[src/rtl/mc_ctrl_pkg.sv]
// rtl/mc_ctrl_pkg.sv - state encodings, opcodes, select codes and control bundle
package mc_ctrl_pkg;

  typedef enum logic [3:0] {
    sIF     = 4'b0000,
    sID     = 4'b0001,
    sEXE_AL = 4'b0010,
    sWB_AL  = 4'b0011,
    sEXE_BR = 4'b0100,
    sEXE_LS = 4'b0101,
    sMEM    = 4'b0110,
    sWB_LD  = 4'b0111,
    sHALT   = 4'b1000
  } state_t;

  localparam logic [5:0] OP_ADD   = 6'b000000;
  localparam logic [5:0] OP_SUB   = 6'b000001;
  localparam logic [5:0] OP_ADDI  = 6'b000010;
  localparam logic [5:0] OP_OR    = 6'b010000;
  localparam logic [5:0] OP_AND   = 6'b010001;
  localparam logic [5:0] OP_ORI   = 6'b010010;
  localparam logic [5:0] OP_SLL   = 6'b011000;
  localparam logic [5:0] OP_SLT   = 6'b100110;
  localparam logic [5:0] OP_SLTIU = 6'b100111;
  localparam logic [5:0] OP_SW    = 6'b110000;
  localparam logic [5:0] OP_LW    = 6'b110001;
  localparam logic [5:0] OP_BEQ   = 6'b110100;
  localparam logic [5:0] OP_J     = 6'b111000;
  localparam logic [5:0] OP_JR    = 6'b111001;
  localparam logic [5:0] OP_JAL   = 6'b111010;
  localparam logic [5:0] OP_HALT  = 6'b111111;

  localparam logic [2:0] ALU_ADD  = 3'b000;
  localparam logic [2:0] ALU_SUB  = 3'b001;
  localparam logic [2:0] ALU_SLL  = 3'b010;
  localparam logic [2:0] ALU_OR   = 3'b011;
  localparam logic [2:0] ALU_AND  = 3'b100;
  localparam logic [2:0] ALU_LTU  = 3'b101;
  localparam logic [2:0] ALU_LTS  = 3'b110;

  localparam logic [1:0] PCSRC_PC4  = 2'b00;
  localparam logic [1:0] PCSRC_BR   = 2'b01;
  localparam logic [1:0] PCSRC_RS   = 2'b10;
  localparam logic [1:0] PCSRC_JUMP = 2'b11;

  localparam logic [1:0] REGDST_RA = 2'b00;
  localparam logic [1:0] REGDST_RT = 2'b01;
  localparam logic [1:0] REGDST_RD = 2'b10;

  typedef struct packed {
    logic       pc_wre;
    logic       ir_wre;
    logic       ins_mem_rw;
    logic       alu_src_a;
    logic       alu_src_b;
    logic [2:0] alu_op;
    logic       ext_sel;
    logic       reg_wre;
    logic [1:0] reg_dst;
    logic       wr_reg_d_src;
    logic       db_data_src;
    logic       m_rd;
    logic       m_wr;
    logic [1:0] pc_src;
  } ctrl_t;

  function automatic logic is_alu(input logic [5:0] op);
    return op inside {OP_ADD, OP_SUB, OP_ADDI, OP_OR, OP_AND, OP_ORI, OP_SLL, OP_SLT, OP_SLTIU};
  endfunction

  function automatic logic is_imm(input logic [5:0] op);
    return op inside {OP_ADDI, OP_ORI, OP_SLTIU};
  endfunction

  function automatic logic [2:0] alu_op_for(input logic [5:0] op);
    case (op)
      OP_SUB:         return ALU_SUB;
      OP_OR, OP_ORI:  return ALU_OR;
      OP_AND:         return ALU_AND;
      OP_SLL:         return ALU_SLL;
      OP_SLT:         return ALU_LTS;
      OP_SLTIU:       return ALU_LTU;
      default:        return ALU_ADD;
    endcase
  endfunction

endpackage

[src/rtl/mc_ctrl_decode.sv]
// rtl/mc_ctrl_decode.sv - combinational (state, opcode, Zero) to control lines
module mc_ctrl_decode
  import mc_ctrl_pkg::*;
#(
  parameter int OPW = 6
) (
  input  state_t         state_i,
  input  logic [OPW-1:0] opcode_i,
  input  logic           zero_i,
  output ctrl_t          ctrl_o
);

  always_comb begin
    ctrl_o = '0;
    case (state_i)
      sIF: begin
        ctrl_o.ins_mem_rw = 1'b1;
        ctrl_o.ir_wre     = 1'b1;
      end
      sID: begin
        case (opcode_i)
          OP_J: begin
            ctrl_o.pc_wre = 1'b1;
            ctrl_o.pc_src = PCSRC_JUMP;
          end
          OP_JR: begin
            ctrl_o.pc_wre = 1'b1;
            ctrl_o.pc_src = PCSRC_RS;
          end
          OP_JAL: begin
            ctrl_o.pc_wre       = 1'b1;
            ctrl_o.pc_src       = PCSRC_JUMP;
            ctrl_o.reg_wre      = 1'b1;
            ctrl_o.reg_dst      = REGDST_RA;
            ctrl_o.wr_reg_d_src = 1'b0;
          end
          OP_BEQ, OP_SW, OP_LW, OP_HALT: ;
          default: begin
            // Anything not continuing past ID is a nop and retires here.
            if (!is_alu(opcode_i)) begin
              ctrl_o.pc_wre = 1'b1;
              ctrl_o.pc_src = PCSRC_PC4;
            end
          end
        endcase
      end
      sEXE_AL, sWB_AL: begin
        ctrl_o.alu_op    = alu_op_for(opcode_i);
        ctrl_o.alu_src_b = is_imm(opcode_i);
        ctrl_o.alu_src_a = (opcode_i == OP_SLL);
        ctrl_o.ext_sel   = (opcode_i != OP_ORI);
        if (state_i == sWB_AL) begin
          ctrl_o.reg_wre      = 1'b1;
          ctrl_o.wr_reg_d_src = 1'b1;
          ctrl_o.db_data_src  = 1'b0;
          ctrl_o.pc_wre       = 1'b1;
          ctrl_o.pc_src       = PCSRC_PC4;
          ctrl_o.reg_dst      = is_imm(opcode_i) ? REGDST_RT : REGDST_RD;
        end
      end
      sEXE_BR: begin
        ctrl_o.alu_op    = ALU_SUB;
        ctrl_o.alu_src_b = 1'b0;
        ctrl_o.ext_sel   = 1'b1;
        ctrl_o.pc_wre    = 1'b1;
        ctrl_o.pc_src    = zero_i ? PCSRC_BR : PCSRC_PC4;
      end
      sEXE_LS, sMEM: begin
        ctrl_o.alu_op    = ALU_ADD;
        ctrl_o.alu_src_b = 1'b1;
        ctrl_o.ext_sel   = 1'b1;
        if (state_i == sMEM) begin
          if (opcode_i == OP_LW) begin
            ctrl_o.m_rd = 1'b1;
          end else if (opcode_i == OP_SW) begin
            ctrl_o.m_wr   = 1'b1;
            ctrl_o.pc_wre = 1'b1;
            ctrl_o.pc_src = PCSRC_PC4;
          end
        end
      end
      sWB_LD: begin
        ctrl_o.m_rd         = 1'b1;
        ctrl_o.db_data_src  = 1'b1;
        ctrl_o.wr_reg_d_src = 1'b1;
        ctrl_o.reg_dst      = REGDST_RT;
        ctrl_o.reg_wre      = 1'b1;
        ctrl_o.pc_wre       = 1'b1;
        ctrl_o.pc_src       = PCSRC_PC4;
      end
      default: ;
    endcase
  end

endmodule

[src/rtl/mc_control_unit.sv]
// rtl/mc_control_unit.sv - multicycle control FSM: state register and next-state logic
module mc_control_unit
  import mc_ctrl_pkg::*;
#(
  parameter int OPW = 6
) (
  input  logic           CLK,
  input  logic           RST,
  input  logic [OPW-1:0] opcode,
  input  logic           Zero,
  output logic           PCWre,
  output logic           IRWre,
  output logic           InsMemRW,
  output logic           ALUSrcA,
  output logic           ALUSrcB,
  output logic [2:0]     ALUOp,
  output logic           ExtSel,
  output logic           RegWre,
  output logic [1:0]     RegDst,
  output logic           WrRegDSrc,
  output logic           DBDataSrc,
  output logic           mRD,
  output logic           mWR,
  output logic [1:0]     PCSrc,
  output logic [3:0]     state_o
);

  state_t state_q, state_d;
  ctrl_t  dec, ctrl;

  always_comb begin
    state_d = sIF;
    case (state_q)
      sIF:     state_d = sID;
      sID: begin
        if (is_alu(opcode)) begin
          state_d = sEXE_AL;
        end else begin
          case (opcode)
            OP_BEQ:       state_d = sEXE_BR;
            OP_SW, OP_LW: state_d = sEXE_LS;
            OP_HALT:      state_d = sHALT;
            default:      state_d = sIF;
          endcase
        end
      end
      sEXE_AL: state_d = sWB_AL;
      sEXE_LS: state_d = sMEM;
      sMEM:    state_d = (opcode == OP_LW) ? sWB_LD : sIF;
      sHALT:   state_d = sHALT;
      default: state_d = sIF;
    endcase
  end

  always_ff @(posedge CLK) begin
    if (RST) state_q <= sIF;
    else     state_q <= state_d;
  end

  mc_ctrl_decode #(.OPW(OPW)) u_decode (
    .state_i  (state_q),
    .opcode_i (opcode),
    .zero_i   (Zero),
    .ctrl_o   (dec)
  );

  // Reset kills every enable and select immediately, including mid-instruction.
  assign ctrl = RST ? '0 : dec;

  assign PCWre     = ctrl.pc_wre;
  assign IRWre     = ctrl.ir_wre;
  assign InsMemRW  = ctrl.ins_mem_rw;
  assign ALUSrcA   = ctrl.alu_src_a;
  assign ALUSrcB   = ctrl.alu_src_b;
  assign ALUOp     = ctrl.alu_op;
  assign ExtSel    = ctrl.ext_sel;
  assign RegWre    = ctrl.reg_wre;
  assign RegDst    = ctrl.reg_dst;
  assign WrRegDSrc = ctrl.wr_reg_d_src;
  assign DBDataSrc = ctrl.db_data_src;
  assign mRD       = ctrl.m_rd;
  assign mWR       = ctrl.m_wr;
  assign PCSrc     = ctrl.pc_src;
  assign state_o   = state_q;

endmodule

[config.mk]
export PLATFORM = sky130hd
export DESIGN_NAME = mc_control_unit
export DESIGN_NICKNAME = d
export VERILOG_FILES = /design/src/rtl/mc_ctrl_pkg.sv /design/src/rtl/mc_ctrl_decode.sv /design/src/rtl/mc_control_unit.sv
export SDC_FILE = /design/constraint.sdc
export NUM_CORES = 1
export LEC_CHECK = 0
export CAP_MARGIN = 0
export CORE_UTILIZATION = 45
export DETAILED_ROUTE_END_ITERATION = 6
export GPL_TIMING_DRIVEN = 0
export PLACE_DENSITY_LB_ADDON = 0.08
export SETUP_SLACK_MARGIN = 0.02
export SYNTH_ARGS = -nofsm -noshare
export SYNTH_HDL_FRONTEND = slang
export SYNTH_HIERARCHICAL = 1
export SYNTH_SLANG_ARGS = --single-unit
[constraint.sdc]
create_clock -name CLK -period 1.9 [get_ports CLK]
set_input_delay 0.285 -clock CLK [delete_from_list [all_inputs] [get_ports CLK]]
set_output_delay 0.285 -clock CLK [all_outputs]
set_load 0.02 [all_outputs]
* Word-level counts from Yosys, hierarchy flattened
Cells that the tools add are included.
** Word-level totals
- Register bits :: 4
- Input bits :: 9
- Output and inout port bits :: 22
- Logic and storage cells :: 67
** Cells by class
- Eq/ne operators :: 24
- Muxes and demuxes :: 30
- Reductions and logical operators :: 12
** Operators with widths (number)
- == test 6 bit, second input constant :: 9
- == test 6 x 5 -> 1 bit, second input constant :: 4
- case mux 4 bit (3 select lines) :: 2
- case mux 4 bit (6 select lines) :: 1
- two-way mux 18 bit :: 1
- case mux 3 bit (6 select lines) :: 1
- == test 4 x 3 -> 1 bit, second input constant :: 4
- case mux 5 bit (3 select lines) :: 1
- two-way mux 4 bit :: 3
- OR reduction 2 bit :: 6
- two-way mux 1 bit :: 9
- two-way mux 3 bit :: 3
- nonzero test 9 bit :: 1
- == test 4 x 2 -> 1 bit, second input constant :: 2
- == test 6 x 1 -> 1 bit, second input constant :: 1
- == test 6 x 2 -> 1 bit, second input constant :: 1
- logical NOT 6 bit :: 1
- inequality test 6 x 5 -> 1 bit, second input constant :: 1
- case mux 1 bit (2 select lines) :: 3
- case mux 2 bit (3 select lines) :: 1
- two-way mux 5 bit :: 1
- == test 4 x 1 -> 1 bit, second input constant :: 1
- == test 4 bit, second input constant :: 1
- logical NOT 4 bit :: 1
- 6 further kinds :: 7

* Longest topological paths before layout
- Depth after elaboration :: 6
- Gate-level depth with buffers :: 6
- Gate-level depth less buffers :: 5

* Hierarchy
Netlist, hierarchy kept.
** Modules (own cells, without submodules)
- mc_ctrl_decode :: instances 1, cells each 79, area an instance 495.5 um2
- mc_control_unit :: instances 1, cells each 52, area an instance 394.1 um2

* Least setup slack after synthesis
OpenSTA, ideal clock, no wires.
- Path type :: flip-flop to output port
- Start point :: register state_q[2], in the netlist state_o[2]
- End point :: output port PCWre
- Arrival :: 1.738 ns
- Setup slack :: -0.123 ns
- Cell stages (with the launch flop) :: 6
- Path buffers :: 1
- Cells stage by stage :: dfxtp_1 -> buf_2 -> and2b_1 -> a311oi_1 -> o41ai_1 -> nor2b_1
** RTL lines
- start, declared :: line mc_control_unit.sv:28 : state_t state_q, state_d;
- start signal, assigned :: line mc_control_unit.sv:56 : if (RST) state_q <= sIF;
- start signal, assigned :: line mc_control_unit.sv:57 : else state_q <= state_d;
- end, declared :: line mc_control_unit.sv:11 : output logic PCWre,

==> metrics.cfg <==
[synth]
yosysSeqAreaShare_pct = 9.00
synth-compound-area-share_pct = 25.5
synthSimpleGateAreaFrac_pct = 55.3
synth_cells = 131
synth_async_sr_flop_share_pct = 0
yosysWarningCount = 6
ys.flop_type = dfxtp_1
syn_area_per_cell_um2 = 6.79
synthXorXnorAreaFrac_pct = 0.985
synth_edf_count = 0
synth_adder_area_share_pct = 0
syn_nets = 140
synth_seq_cells = 4
syn_area_um2 = 890
synth_top_family_by_area = simple AND/OR/NAND/NOR gates
muxShareOfSynthArea_pct = 0
ys_types = 46

[hold_path]
min_from = opcode[2]
holdPathEnd = state_o[2]$_SDFF_PP0_
min_path_type = in2reg
holdPathStages = 4

[drt]
vias = 1221
routed_via_density = 6.07
route.detailed.drc = 0
drt_wl_total_um = 3380
drt_iter0_drc = 33
drtPass1Iterations = 4
post_drt_wl_per_cell_um = 16.8
ant_nets = 0

[critical_path]
rrSetupSlack_ps = 670
slowest_delay_ps = 370
r2r_end = state_o[2]$_SDFF_PP0_
cp_top_family = simple AND/OR/NAND/NOR gates
crit_arrival_ps = 1740
crit_chain = nor4b_4 > nand4_1 > nor3_2 > a31o_1 > nor2b_4 > buf_6
crit_buf_inv = 1
critPathMaxFanout = 7
crit_path_end_kind = output pin
required_ps = 1620
r2r.worst_path.cells = 5
cp-start-kind = flip-flop
r2r-start = state_o[1]$_SDFF_PP0_
crit_slowest_cell = dfxtp_4
path_class = reg2out

[die]
rows = 15
die-area_um2 = 2160
die_x_um = 46.5
die_y_um = 46.5
initial_utilization_pct = 49.9
ios = 31
core_um2 = 1780

[clock_network]
cts_tree = built
clock_sinks = 4
clock_latency_ps = 240
clock_path_buffers = 2
numCtsBuffers = 3
clk_pin_slew_worst_paths_ps = 40
clockRootBuffer = clkbuf_4
cts_max_level = 1

[timing]
holdWs_ps = 435
finalCritPeriodShare_pct = 106
layout_setup_ws_ps = -121
slew_headroom_pct = 76.6
maxClockFrequency_mhz = 495
setup_viol = 8
period_minus_slack_ps = 2020
rsz0062_at_grt = true
slew_viol_final = 0
hold_viol = 0
worst-slew-pin-transition_ps = 348
fin_skew_ps = 2.14

[power_and_ir_drop]
swShare_pct = 39.9
vdd_drop_max_mv = 0.236
intPower_mw = 0.250
total_power_mw = 0.416
p_leak_nw = 0.590
p_sw_mw = 0.166
clkPwrFrac_pct = 26.6
pwr_density_cell_nw_per_um2 = 280
combPwrFrac_pct = 51.7
p_seq_share_pct = 21.7

[global_routing]
overflow = 0
grt_usage_pct = 30.4
grt_pass1_vias = 1021
antenna_found_initial = 0
grt_pass1_wl_um = 4620
grt_max_degree = 12

[layout]
layout.nets = 187
final_util_pct = 83.4
final_cell_mix = buf_4 (22), nor2b_1 (14), buf_6 (11), nor2_1 (9), buf_2 (9)
final-seq-area_um2 = 92.6
final_common_cell = buf_4
fillers = 96
area_delta_synth_final_pct = 67.1
finalInstanceArea_um2 = 1490
multi_input_area_um2 = 873
largest_reg_flops = 4
drive_gt1_share_pct = 47.7
diodes = 0

[placed_design]
gp_congestion = 0.911
pre_cts_slack_ps = -1020
postPlaceCellArea_um2 = 1230
port_buffers = 30
dp_hpwl_um = 1810

[run_status]
violations = negative setup slack
status = finished, violations left

[job]
cap_viol_max_count = 0

==> worst register-to-register path, stage by stage, from the launching register on <==
cell	delay [ps]
dfxtp_4	420
buf_4	150
nand2_1	70
nor3_2	180
nand3_1	120
a211oi_2	210
==> metal layers <==
layer / global-route usage [%] / part of all wire, %
met2: 51.1 / 49
met5: 0 / 0
met1: 35.1 / 39
met3: 8.24 / 7.6
met4: 14.1 / 4.2
==> Yosys cell counts (2+ instances only) <==
master    count  area share (%)
nor3_1        7             3.9
nor2_1       11             4.6
and3_1        2             1.4
nor4b_2       2             3.4
nor3_2        2             2.3
nor4_1        6             4.2
a211oi_2      2             2.8
o21ai_1       2             1.1
nor3b_1       4             3.4
nand4_1       2             1.4
nand3_1       3             1.7
buf_2         9             5.1
inv_1         5             2.1
o31ai_1       2             1.7
a31oi_1       3             2.1
nand4b_1      2             2.0
clkbuf_1      3             1.3
nor2b_1      20              14
dfxtp_1       4             9.0
nand2_1       8             3.4
a21oi_1       6             3.4
a22oi_1       2             1.7
==> per-stage QoR <==
stage / cells / setup TNS (ps)
final: 201 / -485
after floorplan: 131 / -40.3
after detailed placement: 186 / -12940
after global routing: 201 / -1290
after CTS: 197 / -1040
after global placement: 186 / -12250
==> worst max-delay path by stage <==
stage,start,to,slack (ps),cells after the start
CTS,state_o[3]$_SDFF_PP0_,RegWre,-170,7
global route,state_o[3]$_SDFF_PP0_,PCSrc[0],-190,6
floorplan,state_o[2]$_SDFF_PP0_,PCWre,-40,5
finish,state_o[3]$_SDFF_PP0_,PCSrc[0],-120,6
detailed placement,opcode[0],ALUSrcB,-1020,8
global placement,opcode[2],ALUSrcB,-1000,8
==> cell type report <==
class / count / share of cell area (%)
multi-input cells: 109 / 58.8
repair buffers: 43 / 22.0
plain buffers: 12 / 8.16
flip-flops and latches: 4 / 6.23
well taps: 25 / 2.10
clock buffers: 3 / 1.52
inverters: 5 / 1.26
==> cells by family (layout without fill, tap and decap cells) <==
family / count (synthesis) / in the layout
xor+xnor: 1 / 1
flops: 4 / 4
compound gates: 31 / 31
simple gates: 77 / 77
buf+inv: 18 / 63
==> power groups by stage <==
stage	sequential [mW]	combinational, mW	clock (mW)
after CTS	0.0892	0.185	0.111
after floorplan	0.0958	0.0982	0
after detailed placement	0.0936	0.169	0
final	0.0903	0.215	0.111
after global placement	0.0933	0.165	0
after global routing	0.0904	0.229	0.128
==> repair_timing <==
item,CTS,global route
setup endpoints to repair,18,18
pin swaps,8,8
setup buffers,8,5
resized for setup,126,50
hold buffers,0,0
Power figures use the tool's default switching activity.
